==> config.mk <==
export PLATFORM = sky130hd
export DESIGN_NAME = i2sin
export DESIGN_NICKNAME = d
export VERILOG_FILES = /design/src/rtl/i2s_pkg.sv /design/src/rtl/i2s_deser.sv /design/src/rtl/i2sin.sv
export SDC_FILE = /design/constraint.sdc
export NUM_CORES = 1
export LEC_CHECK = 0
export ABC_AREA = 1
export ABC_CLOCK_PERIOD_IN_PS = 8950
export CAP_MARGIN = 40
export CORE_AREA = 2 2 102 104
export DETAILED_ROUTE_END_ITERATION = 8
export DIE_AREA = 0 0 104 106
export PLACE_DENSITY = 0.71
export SLEW_MARGIN = 20
export SYNTH_ARGS = -nofsm -noshare
export SYNTH_HDL_FRONTEND = slang
export SYNTH_SLANG_ARGS = --single-unit
==> constraint.sdc <==
create_clock -name sck -period 8.95 [get_ports sck]
set_clock_uncertainty 0.05 [all_clocks]
set_input_delay 0.895 -clock sck [delete_from_list [all_inputs] [get_ports sck]]
set_output_delay 0.895 -clock sck [all_outputs]
set_load 0.005 [all_outputs]
==> src/rtl/i2s_pkg.sv <==
// Shared I2S definitions for the transmit (i2sout) and receive (i2sin) ends of the link.
// Latency: n/a (types and constants only).
// Backpressure: n/a.
package i2s_pkg;

    // Receiver framing state
    typedef enum logic [1:0] {
        UNSYNC     = 2'd0,
        RIGHT_SKIP = 2'd1,
        LEFT       = 2'd2,
        RIGHT      = 2'd3
    } i2s_state_e;

    // Word-select encoding
    localparam logic WS_LEFT  = 1'b0;
    localparam logic WS_RIGHT = 1'b1;

    // The sample carrying a ws transition holds no data bit
    localparam int DELAY_SLOTS = 1;

    // Bit-counter width able to hold 0..bits inclusive
    function automatic int cnt_width(input int bits);
        return $clog2(bits + 1);
    endfunction

endpackage

==> src/rtl/i2s_deser.sv <==
// Serial-to-parallel shift register with a saturating bit counter.
// Latency: a shifted bit is visible on word_o one clock after the shift edge.
// Backpressure: none; shifts are ignored once full_o is set, clear_i wins over shift_i.
//
// Ports:
//   clk_i, rst_i         - bit clock, asynchronous active-high reset
//   clear_i              - restart the count (shift register contents kept)
//   shift_i, sd_i        - shift sd_i into the LSB when not full
//   word_o               - current shift register contents
//   word_next_o          - contents as they will be after shifting sd_i in
//   full_o               - count has reached BITS
//   last_o               - count is BITS-1 (the next shift completes the word)
module i2s_deser
    import i2s_pkg::*;
#(
    parameter int BITS = 24
) (
    input  logic            clk_i,
    input  logic            rst_i,
    input  logic            clear_i,
    input  logic            shift_i,
    input  logic            sd_i,
    output logic [BITS-1:0] word_o,
    output logic [BITS-1:0] word_next_o,
    output logic            full_o,
    output logic            last_o
);

    localparam int CW = cnt_width(BITS);

    logic [BITS-1:0] sr_q, sr_d;
    logic [CW-1:0]   cnt_q, cnt_d;

    assign word_o      = sr_q;
    assign word_next_o = {sr_q[BITS-2:0], sd_i};
    assign full_o      = (cnt_q == CW'(BITS));
    assign last_o      = (cnt_q == CW'(BITS - 1));

    always_comb begin
        sr_d  = sr_q;
        cnt_d = cnt_q;
        if (clear_i) begin
            cnt_d = '0;
        end else if (shift_i && !full_o) begin
            sr_d  = word_next_o;
            cnt_d = cnt_q + CW'(1);
        end
    end

    always_ff @(posedge clk_i or posedge rst_i) begin
        if (rst_i) begin
            sr_q  <= '0;
            cnt_q <= '0;
        end else begin
            sr_q  <= sr_d;
            cnt_q <= cnt_d;
        end
    end

endmodule

==> src/rtl/i2sin.sv <==
// I2S receiver: deserialises MSB-first stereo words and presents each L/R pair in parallel.
// Latency: data_valid rises the sck cycle after the right-channel LSB is sampled.
// Backpressure: none; the sink must accept every data_valid strobe, outputs hold between strobes.
//
// Ports:
//   sck, rst             - bit clock (rising edge), asynchronous active-high reset
//   ws, sd               - word select (0 left / 1 right) and serial data
//   l_data, r_data       - last complete left/right word pair
//   data_valid           - one-cycle strobe for a new pair
//   synced               - sticky frame-lock indicator
//   frame_err            - one-cycle strobe when a channel ended short
module i2sin
    import i2s_pkg::*;
#(
    parameter int BITS_PRECISION = 24
) (
    input  logic                      sck,
    input  logic                      rst,
    input  logic                      ws,
    input  logic                      sd,
    output logic [BITS_PRECISION-1:0] l_data,
    output logic [BITS_PRECISION-1:0] r_data,
    output logic                      data_valid,
    output logic                      synced,
    output logic                      frame_err
);

    localparam int BP = BITS_PRECISION;

    i2s_state_e state_q, state_d;

    logic          ws_q;
    logic [BP-1:0] l_hold_q, l_hold_d;
    logic          l_ok_q, l_ok_d;
    logic [BP-1:0] l_data_q, l_data_d;
    logic [BP-1:0] r_data_q, r_data_d;
    logic          valid_q, valid_d;
    logic          err_q, err_d;
    logic          synced_q, synced_d;

    logic          ws_rise, ws_fall, ws_edge;
    logic [BP-1:0] word, word_next;
    logic          full, last;
    logic          word_done;

    assign ws_rise = (ws == WS_RIGHT) && (ws_q == WS_LEFT);
    assign ws_fall = (ws == WS_LEFT)  && (ws_q == WS_RIGHT);
    assign ws_edge = ws_rise || ws_fall;

    // The edge sample is the delay slot: it restarts the count and its sd is
    // dropped. Because the edge takes priority, an edge landing on what would
    // have been the final data bit leaves the word one bit short.
    assign word_done = !ws_edge && last;

    i2s_deser #(
        .BITS(BP)
    ) u_deser (
        .clk_i      (sck),
        .rst_i      (rst),
        .clear_i    (ws_edge),
        .shift_i    (!ws_edge),
        .sd_i       (sd),
        .word_o     (word),
        .word_next_o(word_next),
        .full_o     (full),
        .last_o     (last)
    );

    // State register
    always_ff @(posedge sck or posedge rst) begin
        if (rst) begin
            state_q <= UNSYNC;
        end else begin
            state_q <= state_d;
        end
    end

    // Next-state logic
    always_comb begin
        state_d = state_q;
        case (state_q)
            UNSYNC:     if (ws_rise) state_d = RIGHT_SKIP;
            RIGHT_SKIP: if (ws_fall) state_d = LEFT;
            LEFT:       if (ws_rise) state_d = RIGHT;
            RIGHT:      if (ws_fall) state_d = LEFT;
            default:    state_d = UNSYNC;
        endcase
    end

    // Output / datapath next values
    always_comb begin
        l_hold_d = l_hold_q;
        l_ok_d   = l_ok_q;
        l_data_d = l_data_q;
        r_data_d = r_data_q;
        valid_d  = 1'b0;
        err_d    = 1'b0;
        synced_d = synced_q;
        case (state_q)
            RIGHT_SKIP: begin
                // The right word in flight at lock time has no matching left word
                if (ws_fall) synced_d = 1'b1;
            end
            LEFT: begin
                if (ws_rise) begin
                    if (full) begin
                        l_hold_d = word;
                        l_ok_d   = 1'b1;
                    end else begin
                        l_ok_d   = 1'b0;
                        err_d    = 1'b1;
                    end
                end
            end
            RIGHT: begin
                // Pair is released as soon as the right LSB lands, not at the next edge
                if (word_done && l_ok_q) begin
                    l_data_d = l_hold_q;
                    r_data_d = word_next;
                    valid_d  = 1'b1;
                end
                if (ws_fall && !full) begin
                    err_d = 1'b1;
                end
            end
            default: ;
        endcase
    end

    always_ff @(posedge sck or posedge rst) begin
        if (rst) begin
            ws_q     <= WS_LEFT;
            l_hold_q <= '0;
            l_ok_q   <= 1'b0;
            l_data_q <= '0;
            r_data_q <= '0;
            valid_q  <= 1'b0;
            err_q    <= 1'b0;
            synced_q <= 1'b0;
        end else begin
            ws_q     <= ws;
            l_hold_q <= l_hold_d;
            l_ok_q   <= l_ok_d;
            l_data_q <= l_data_d;
            r_data_q <= r_data_d;
            valid_q  <= valid_d;
            err_q    <= err_d;
            synced_q <= synced_d;
        end
    end

    assign l_data     = l_data_q;
    assign r_data     = r_data_q;
    assign data_valid = valid_q;
    assign frame_err  = err_q;
    assign synced     = synced_q;

endmodule

==> summary.log, run 1 <==
[cts] buffer count from post-CTS setup fixing 0
[cts] TritonCTS Sinks 108
[worst_setup_path] CP Launch Point ws
[cts] number of buffers added to fix hold violations after cts 0
[sta] unrepaired setup endpoints after global routing no
[sta] share of the clock period used by the worst path after layout 0.356
[sta] Final TNS setup 0 ns
[cts] clock transition at the registers of the reported paths 0.09 ns
[worst_setup_path] end point of the critical path l_data[11]
[sta] remaining max-slew budget at the tightest pin 0.460
[floorplan] x dimension of the die 104 um
[worst_setup_path] register-to-register setup slack 6.45 ns
[synthesis] post-synthesis instance area 0.00435 sq mm
[global_routing] first-pass GRT wire length 15,800 um
[cts] later-pin clock latency in the skew report 0.35 ns
[sta] number of failing hold endpoints at the final stage 0
[synthesis] sequential cell area fraction in the yosys report 0.621
[cells_and_area] most frequent standard cell in the layout excluding fill and tap cells sky130_fd_sc_hd__nand2_1
[cells_and_area] top library cells by usage in the layout, fill and taps aside sky130_fd_sc_hd__nand2_1, sky130_fd_sc_hd__dfrtp_1, sky130_fd_sc_hd__nand3_1
[synthesis] Synthesized Nets 490
[worst_setup_path] CP max-delay cell sky130_fd_sc_hd__ha_1
[synthesis] Mapped Avg Cell Area 9.03 sq um
[global_routing] Total GRT Usage 0.175
[cts] Clock H-tree levels 3
[power] final total power 990 uW
[placed_design] Setup Slack @ Placement 5.37 ns
[synthesis] synth warn 0
[worst_setup_path] worst reg2reg path depth 9
[global_routing] total congestion overflow after global routing 0
[detailed_routing] via density per instance 5.04
[cells_and_area] proportion of layout cells with a drive suffix above 1 0.0620
[global_routing] antenna violations before repair 0
[worst_setup_path] reg2reg start ws_q
[cells_and_area] antenna diode count 0
[floorplan] area inside the core boundary 0.0100 sq mm
[worst_setup_path] Slowest Stage Delay on Critical Path 0.52 ns
[synthesis] distinct cell type count after synthesis 18
[worst_setup_path] worst path cell trace clkdlybuf4s50_1 -> inv_1 -> ha_1 -> buf_16 -> nand2_1 -> nor2_4 -> buf_4 -> nand2_1 -> buf_4 -> nand2_1 -> nand2_1
[detailed_routing] number of detailed-route iterations in the first pass 5
[placed_design] port bufs 54
[worst_setup_path] destination of the worst register-to-register timing path l_data[11]
[detailed_routing] DRC violation count after routing 0
[worst_setup_path] cell seen most often among critical-path stages sky130_fd_sc_hd__nand2_1
[placed_design] placer's final routability congestion estimate 0.768
[run_status] outcome complete, no violations
[detailed_routing] final routed wirelength across all metal layers 9140 um
[cells_and_area] area delta synth->final 21.5%
[synthesis] count of mapped cells out of synthesis 482
[cts] post-CTS resize count 0
[sta] transition time at the pin with the least slew margin 0.807 ns
[detailed_routing] Starting DRT DRC Count 250
[cts] Longest Clk Path Bufs 2
[worst_hold_path] Worst Hold Class flop to flop
[sta] setup-violating endpoint count in the final report 0
[power] Power Density 187 mW/mm^2
[worst_setup_path] worst setup path class primary input to flop
[detailed_routing] count of nets left with antenna violations after detail routing 0
[sta] final worst path period need 3.19 ns
[cts] CTS tree built
[worst_setup_path] startpoint type of the worst setup path primary input
[worst_setup_path] critical path data arrival time 3.38 ns
[run] count of max-cap constraint violations 0
[detailed_routing] wire length per cell 13.7 um
[cells_and_area] final layout net count 535
[cts] clock root buffer master sky130_fd_sc_hd__clkbuf_8
[placed_design] estimated wirelength of the detail-placed design 6090 um
[worst_setup_path] peak fanout along the critical path 49
[worst_setup_path] Data required, critical path 9.14 ns
[power] LEAKAGE 2.80 nW
[floorplan] effective utilization at floorplan 0.435
[sta] post-route worst setup slack 5.76 ns
[floorplan] number of core rows 37
[global_routing] pin count of the biggest net entering global routing 64
[sta] final number of max-transition violations 0
[worst_setup_path] category of the worst setup path capture point flop
[sta] highest attainable clock frequency 0.313 GHz
[detailed_routing] detailed-route via count 3,370
[floorplan] number of top-level pins 55
[floorplan] floorplan die height 106 um
[cts] clock buffers created by TritonCTS 9
[synthesis] post-synthesis register bit count 108
[power] maximum resistive drop on vdd 114 uV
[floorplan] Total Die Area 0.0110 sq mm
[global_routing] number of global-route vias before repair 3,232
report_power, final:
part           total (mW)  switching, mW  internal (mW)
Combinational      0.0749         0.0441         0.0308
Sequential          0.573         0.0468          0.526
Clock               0.343          0.158          0.185
Total               0.990          0.249          0.741
Yosys cell counts:
library cell / n / area share
sky130_fd_sc_hd__buf_2: 14 / 0.016
sky130_fd_sc_hd__buf_4: 4 / 0.0069
sky130_fd_sc_hd__buf_6: 2 / 0.0052
sky130_fd_sc_hd__clkbuf_1: 8 / 0.0069
sky130_fd_sc_hd__dfrtp_1: 108 / 0.62
sky130_fd_sc_hd__ha_1: 4 / 0.012
sky130_fd_sc_hd__inv_1: 11 / 0.0095
sky130_fd_sc_hd__inv_2: 1 / 0.00086
sky130_fd_sc_hd__nand2_1: 208 / 0.18
sky130_fd_sc_hd__nand2_2: 2 / 0.0029
sky130_fd_sc_hd__nand3_1: 102 / 0.12
sky130_fd_sc_hd__nand4_1: 1 / 0.0014
sky130_fd_sc_hd__nor2_1: 7 / 0.0060
sky130_fd_sc_hd__nor2_2: 4 / 0.0057
sky130_fd_sc_hd__o21ai_0: 2 / 0.0023
sky130_fd_sc_hd__o21bai_1: 2 / 0.0034
sky130_fd_sc_hd__or2_2: 1 / 0.0014
sky130_fd_sc_hd__xnor2_1: 1 / 0.0020
critical path, delay by kind of cell:
kind	cells	cell delay [ns]
adder cells (fa/ha/maj)	1	0.52
buffers and inverters	5	1.49
AND/OR/NAND/NOR	5	0.45
cells by family (layout without fill, tap and decap cells):
| logic type | count (synthesis) | in the layout | synth area share |
|---|---|---|---|
| simple gates | 325 | 325 | 0.314 |
| flops | 108 | 108 | 0.621 |
| buf+inv | 40 | 90 | 0.0454 |
| fa+ha+maj | 4 | 4 | 0.0115 |
| compound gates | 4 | 4 | 0.00575 |
| xor+xnor | 1 | 1 | 0.00201 |
per-stage QoR:
stage / instance area (sq um) / utilization / hold WS, ns / cells
CTS: 5260 / 0.526 / 0.432 / 667
finish: 5290 / 0.529 / 0.427 / 668
detailed placement: 5020 / 0.502 / 0.409 / 651
global route: 5290 / 0.529 / 0.449 / 668
global placement: 4940 / 0.494 / 0.405 / 647
floorplan: 4350 / - / 0.393 / 482
area by class of cell:
| class | count | area (sq um) |
|---|---|---|
| clock buffers | 9 | 124 |
| flip-flops and latches | 108 | 2700 |
| inverters | 12 | 47.5 |
| clock inverters | 7 | 115 |
| repair buffers | 62 | 668 |
| well taps | 136 | 170 |
| multi-input cells | 334 | 1460 |
| fillers | 932 | 4710 |
sequential cells by signal (all words and copies together), names as in the netlist:
signal / count
l_data: 24
u_deser.cnt_q: 5
frame_err: 1
r_data: 24
l_hold_q: 24
u_deser.word_o: 24
state_q: 2
data_valid: 1
l_ok_q: 1
synced: 1
ws_q: 1
metal layers:
metal | routed length [um] | track usage
met5 | 0 | 0
met4 | 146 | 0.0647
met3 | 538 | 0.0294
met2 | 4220 | 0.265
met1 | 4240 | 0.254
how the worst min path moves through the flow:
| stage | from | end | slack, ns | cells past startpoint |
|---|---|---|---|---|
| after global routing | l_hold_q[4] | l_hold_q[4] | 0.45 | 2 |
| after global placement | r_data[22] | r_data[22] | 0.40 | 2 |
| after floorplan | l_hold_q[0] | l_hold_q[0] | 0.39 | 2 |
| after CTS | l_data[20] | l_data[20] | 0.43 | 2 |
| final | l_data[19] | l_data[19] | 0.43 | 2 |
| after detailed placement | l_data[5] | l_data[5] | 0.41 | 2 |
No activity file was read; power rests on OpenSTA's default activity.
==> run 2: changes to the inputs <==
- ABC_CLOCK_PERIOD_IN_PS: 8950 -> 2900
- PLACE_DENSITY: 0.71 -> 0.73
- clock period: 8.95 -> 2.9 ns (I/O delays scaled with it)
==> run 2 against run 1 <==
Effect of this change:
- largest power group unchanged
- global-route usage down 0.11 points
- register-to-register slack worse by 5.4 ns
- highest routed layer unchanged
- wire length is 1.5% lower
- die area stayed put
- largest cell class unchanged
==> summary.log, run 2 (synthesized netlist as in run 1, its figures left out) <==
[run_status] outcome complete, no violations [unchanged]
[cells_and_area] most frequent standard cell in the layout excluding fill and tap cells sky130_fd_sc_hd__nand2_1 [unchanged]
[detailed_routing] wire length per cell 13.4 um [was 13.7 um]
[sta] final number of max-transition violations 0 [unchanged]
[placed_design] port bufs 54 [unchanged]
[cells_and_area] final layout net count 538 [was 535]
[worst_setup_path] cell family with most CP delay simple AND/OR/NAND/NOR gates [was buffers and inverters]
[sta] share of the clock period used by the worst path after layout 0.653
[worst_setup_path] peak fanout along the critical path 27 [was 49]
[global_routing] total congestion overflow after global routing 0 [unchanged]
[detailed_routing] via density per instance 4.96 [was 5.04]
[placed_design] estimated wirelength of the detail-placed design 5810 um [was 6090 um]
[placed_design] Setup Slack @ Placement 0.725 ns [was 5.37 ns]
[worst_setup_path] Data required, critical path 3.11 ns [was 9.14 ns]
[sta] setup-violating endpoint count in the final report 0 [unchanged]
[sta] transition time at the pin with the least slew margin 0.695 ns [was 0.807 ns]
[worst_setup_path] cell seen most often among critical-path stages sky130_fd_sc_hd__nand2_1 [unchanged]
[placed_design] placer's final routability congestion estimate 0.762 [was 0.768]
[detailed_routing] number of detailed-route iterations in the first pass 6 [was 5]
[cts] later-pin clock latency in the skew report 0.36 ns [was 0.35 ns]
[sta] final worst path period need 1.89 ns
[cts] buffer count from post-CTS setup fixing 0 [unchanged]
[detailed_routing] count of nets left with antenna violations after detail routing 0 [unchanged]
[cts] CTS tree built [unchanged]
[power] Power Density 569 mW/mm^2 [was 187 mW/mm^2]
[sta] remaining max-slew budget at the tightest pin 0.536 [was 0.460]
[cells_and_area] post-layout util 0.526 [was 0.529]
[detailed_routing] DRC violation count after routing 0 [unchanged]
[worst_setup_path] Slowest Stage Delay on Critical Path 0.42 ns [was 0.52 ns]
[detailed_routing] final routed wirelength across all metal layers 9000 um [was 9140 um]
[worst_setup_path] worst reg2reg path depth 8 [was 9]
[power] LEAKAGE 2.79 nW [was 2.80 nW]
[cells_and_area] proportion of layout cells with a drive suffix above 1 0.0673 [was 0.0620]
[sta] Final TNS setup 0 ns [unchanged]
[worst_setup_path] CP bufs+invs 2 [was 5]
[global_routing] pin count of the biggest net entering global routing 50 [was 64]
[floorplan] floorplan die height 106 um [unchanged]
[sta] final-layout worst hold slack 0.330 ns [was 0.427 ns]
[detailed_routing] Starting DRT DRC Count 201 [was 250]
[worst_setup_path] CP Depth 8 [was 11]
[cts] Longest Clk Path Bufs 2 [unchanged]
[power] maximum resistive drop on vdd 248 uV [was 114 uV]
[floorplan] number of top-level pins 55 [unchanged]
[worst_setup_path] worst setup path class flop to flop [was primary input to flop]
[worst_setup_path] startpoint type of the worst setup path flop [was primary input]
[global_routing] antenna violations before repair 0 [unchanged]
[floorplan] area inside the core boundary 0.0100 sq mm [unchanged]
[worst_setup_path] CP max-delay cell sky130_fd_sc_hd__dfrtp_1 [was sky130_fd_sc_hd__ha_1]
[worst_setup_path] worst path cell trace inv_1 -> ha_1 -> nand2_1 -> nor2_2 -> buf_4 -> nand2_2 -> nand2_1 -> nand2_1 [was clkdlybuf4s50_1 -> inv_1 -> ha_1 -> buf_16 -> nand2_1 -> nor2_4 -> buf_4 -> nand2_1 -> buf_4 -> nand2_1 -> nand2_1]
[detailed_routing] detailed-route via count 3,331 [was 3,370]
[worst_setup_path] destination of the worst register-to-register timing path l_hold_q[14] [was l_data[11]]
[cts] clock buffers created by TritonCTS 9 [unchanged]
[worst_setup_path] category of the worst setup path capture point flop [unchanged]
[cts] clock transition at the registers of the reported paths 0.10 ns [was 0.09 ns]
[worst_setup_path] critical path data arrival time 2.10 ns [was 3.38 ns]
[floorplan] effective utilization at floorplan 0.435 [unchanged]
[worst_hold_path] Worst Hold Class primary input to async pin [was flop to flop]
[floorplan] x dimension of the die 104 um [unchanged]
[sta] unrepaired setup endpoints after global routing no [unchanged]
[sta] post-route worst setup slack 1.01 ns [was 5.76 ns]
[run] count of max-cap constraint violations 0 [unchanged]
[power] final total power 2.99 mW [was 990 uW]
[floorplan] number of core rows 37 [unchanged]
[floorplan] Total Die Area 0.0110 sq mm [unchanged]
[sta] number of failing hold endpoints at the final stage 0 [unchanged]
[sta] highest attainable clock frequency 0.528 GHz
[cts] clock root buffer master sky130_fd_sc_hd__clkbuf_8 [unchanged]
[cells_and_area] top library cells by usage in the layout, fill and taps aside sky130_fd_sc_hd__nand2_1, sky130_fd_sc_hd__dfrtp_1, sky130_fd_sc_hd__nand3_1 [unchanged]
[cells_and_area] area delta synth->final 20.8% [was 21.5%]
[cts] number of buffers added to fix hold violations after cts 0 [unchanged]
[global_routing] first-pass GRT wire length 15,600 um [was 15,800 um]
[cells_and_area] antenna diode count 0 [unchanged]
[global_routing] Total GRT Usage 0.174 [was 0.175]
[worst_setup_path] register-to-register setup slack 1.01 ns [was 6.45 ns]
[cts] post-CTS resize count 0 [unchanged]
[global_routing] number of global-route vias before repair 3,266 [was 3,232]
[worst_setup_path] end point of the critical path l_hold_q[14] [was l_data[11]]
[worst_setup_path] reg2reg start u_deser.cnt_q[0] [was ws_q]
[worst_setup_path] CP Launch Point u_deser.cnt_q[0] [was ws]
[cts] Clock H-tree levels 3 [unchanged]
[cts] TritonCTS Sinks 108 [unchanged]
run 2: metrics by stage:
step	cells	instance area, sq um
after global routing	671	5260
after detailed placement	655	5030
after CTS	671	5260
after global placement	655	5030
after floorplan	482	4360
final	671	5260
run 2: cell type report:
type / count / area [sq um]
flip-flops and latches: 108 / 2700
clock inverters: 6 / 87.6
well taps: 136 / 170
repair buffers: 65 / 648
multi-input cells: 334 / 1460
clock buffers: 10 / 138
fillers: 926 / 4740
inverters: 12 / 48.8
run 2: power breakdown:
part           switching [mW]  internal [mW]
registers               0.141           1.62
clock network           0.495          0.508
logic                   0.132         0.0926
run 2: worst min-delay path by stage:
stage | start | endpoint | slack, ns | cells past startpoint
4_1_cts | rst | synced | 0.35 | 2
2_1_floorplan | ws | ws_q | 0.27 | 0
3_5_place_dp | l_hold_q[10] | l_hold_q[10] | 0.41 | 2
6_report | rst | synced | 0.33 | 2
5_1_grt | ws | ws_q | 0.37 | 1
3_3_place_gp | l_hold_q[4] | l_hold_q[4] | 0.41 | 2
run 2: per-layer routing:
metal / vias up / track usage / wire (um)
met5: - / 0 / 0
met4: 0 / 0.0724 / 130
met3: 12 / 0.0343 / 519
met2: 86 / 0.281 / 4220
met1: 1600 / 0.231 / 4130
li1: 1633 / - / -
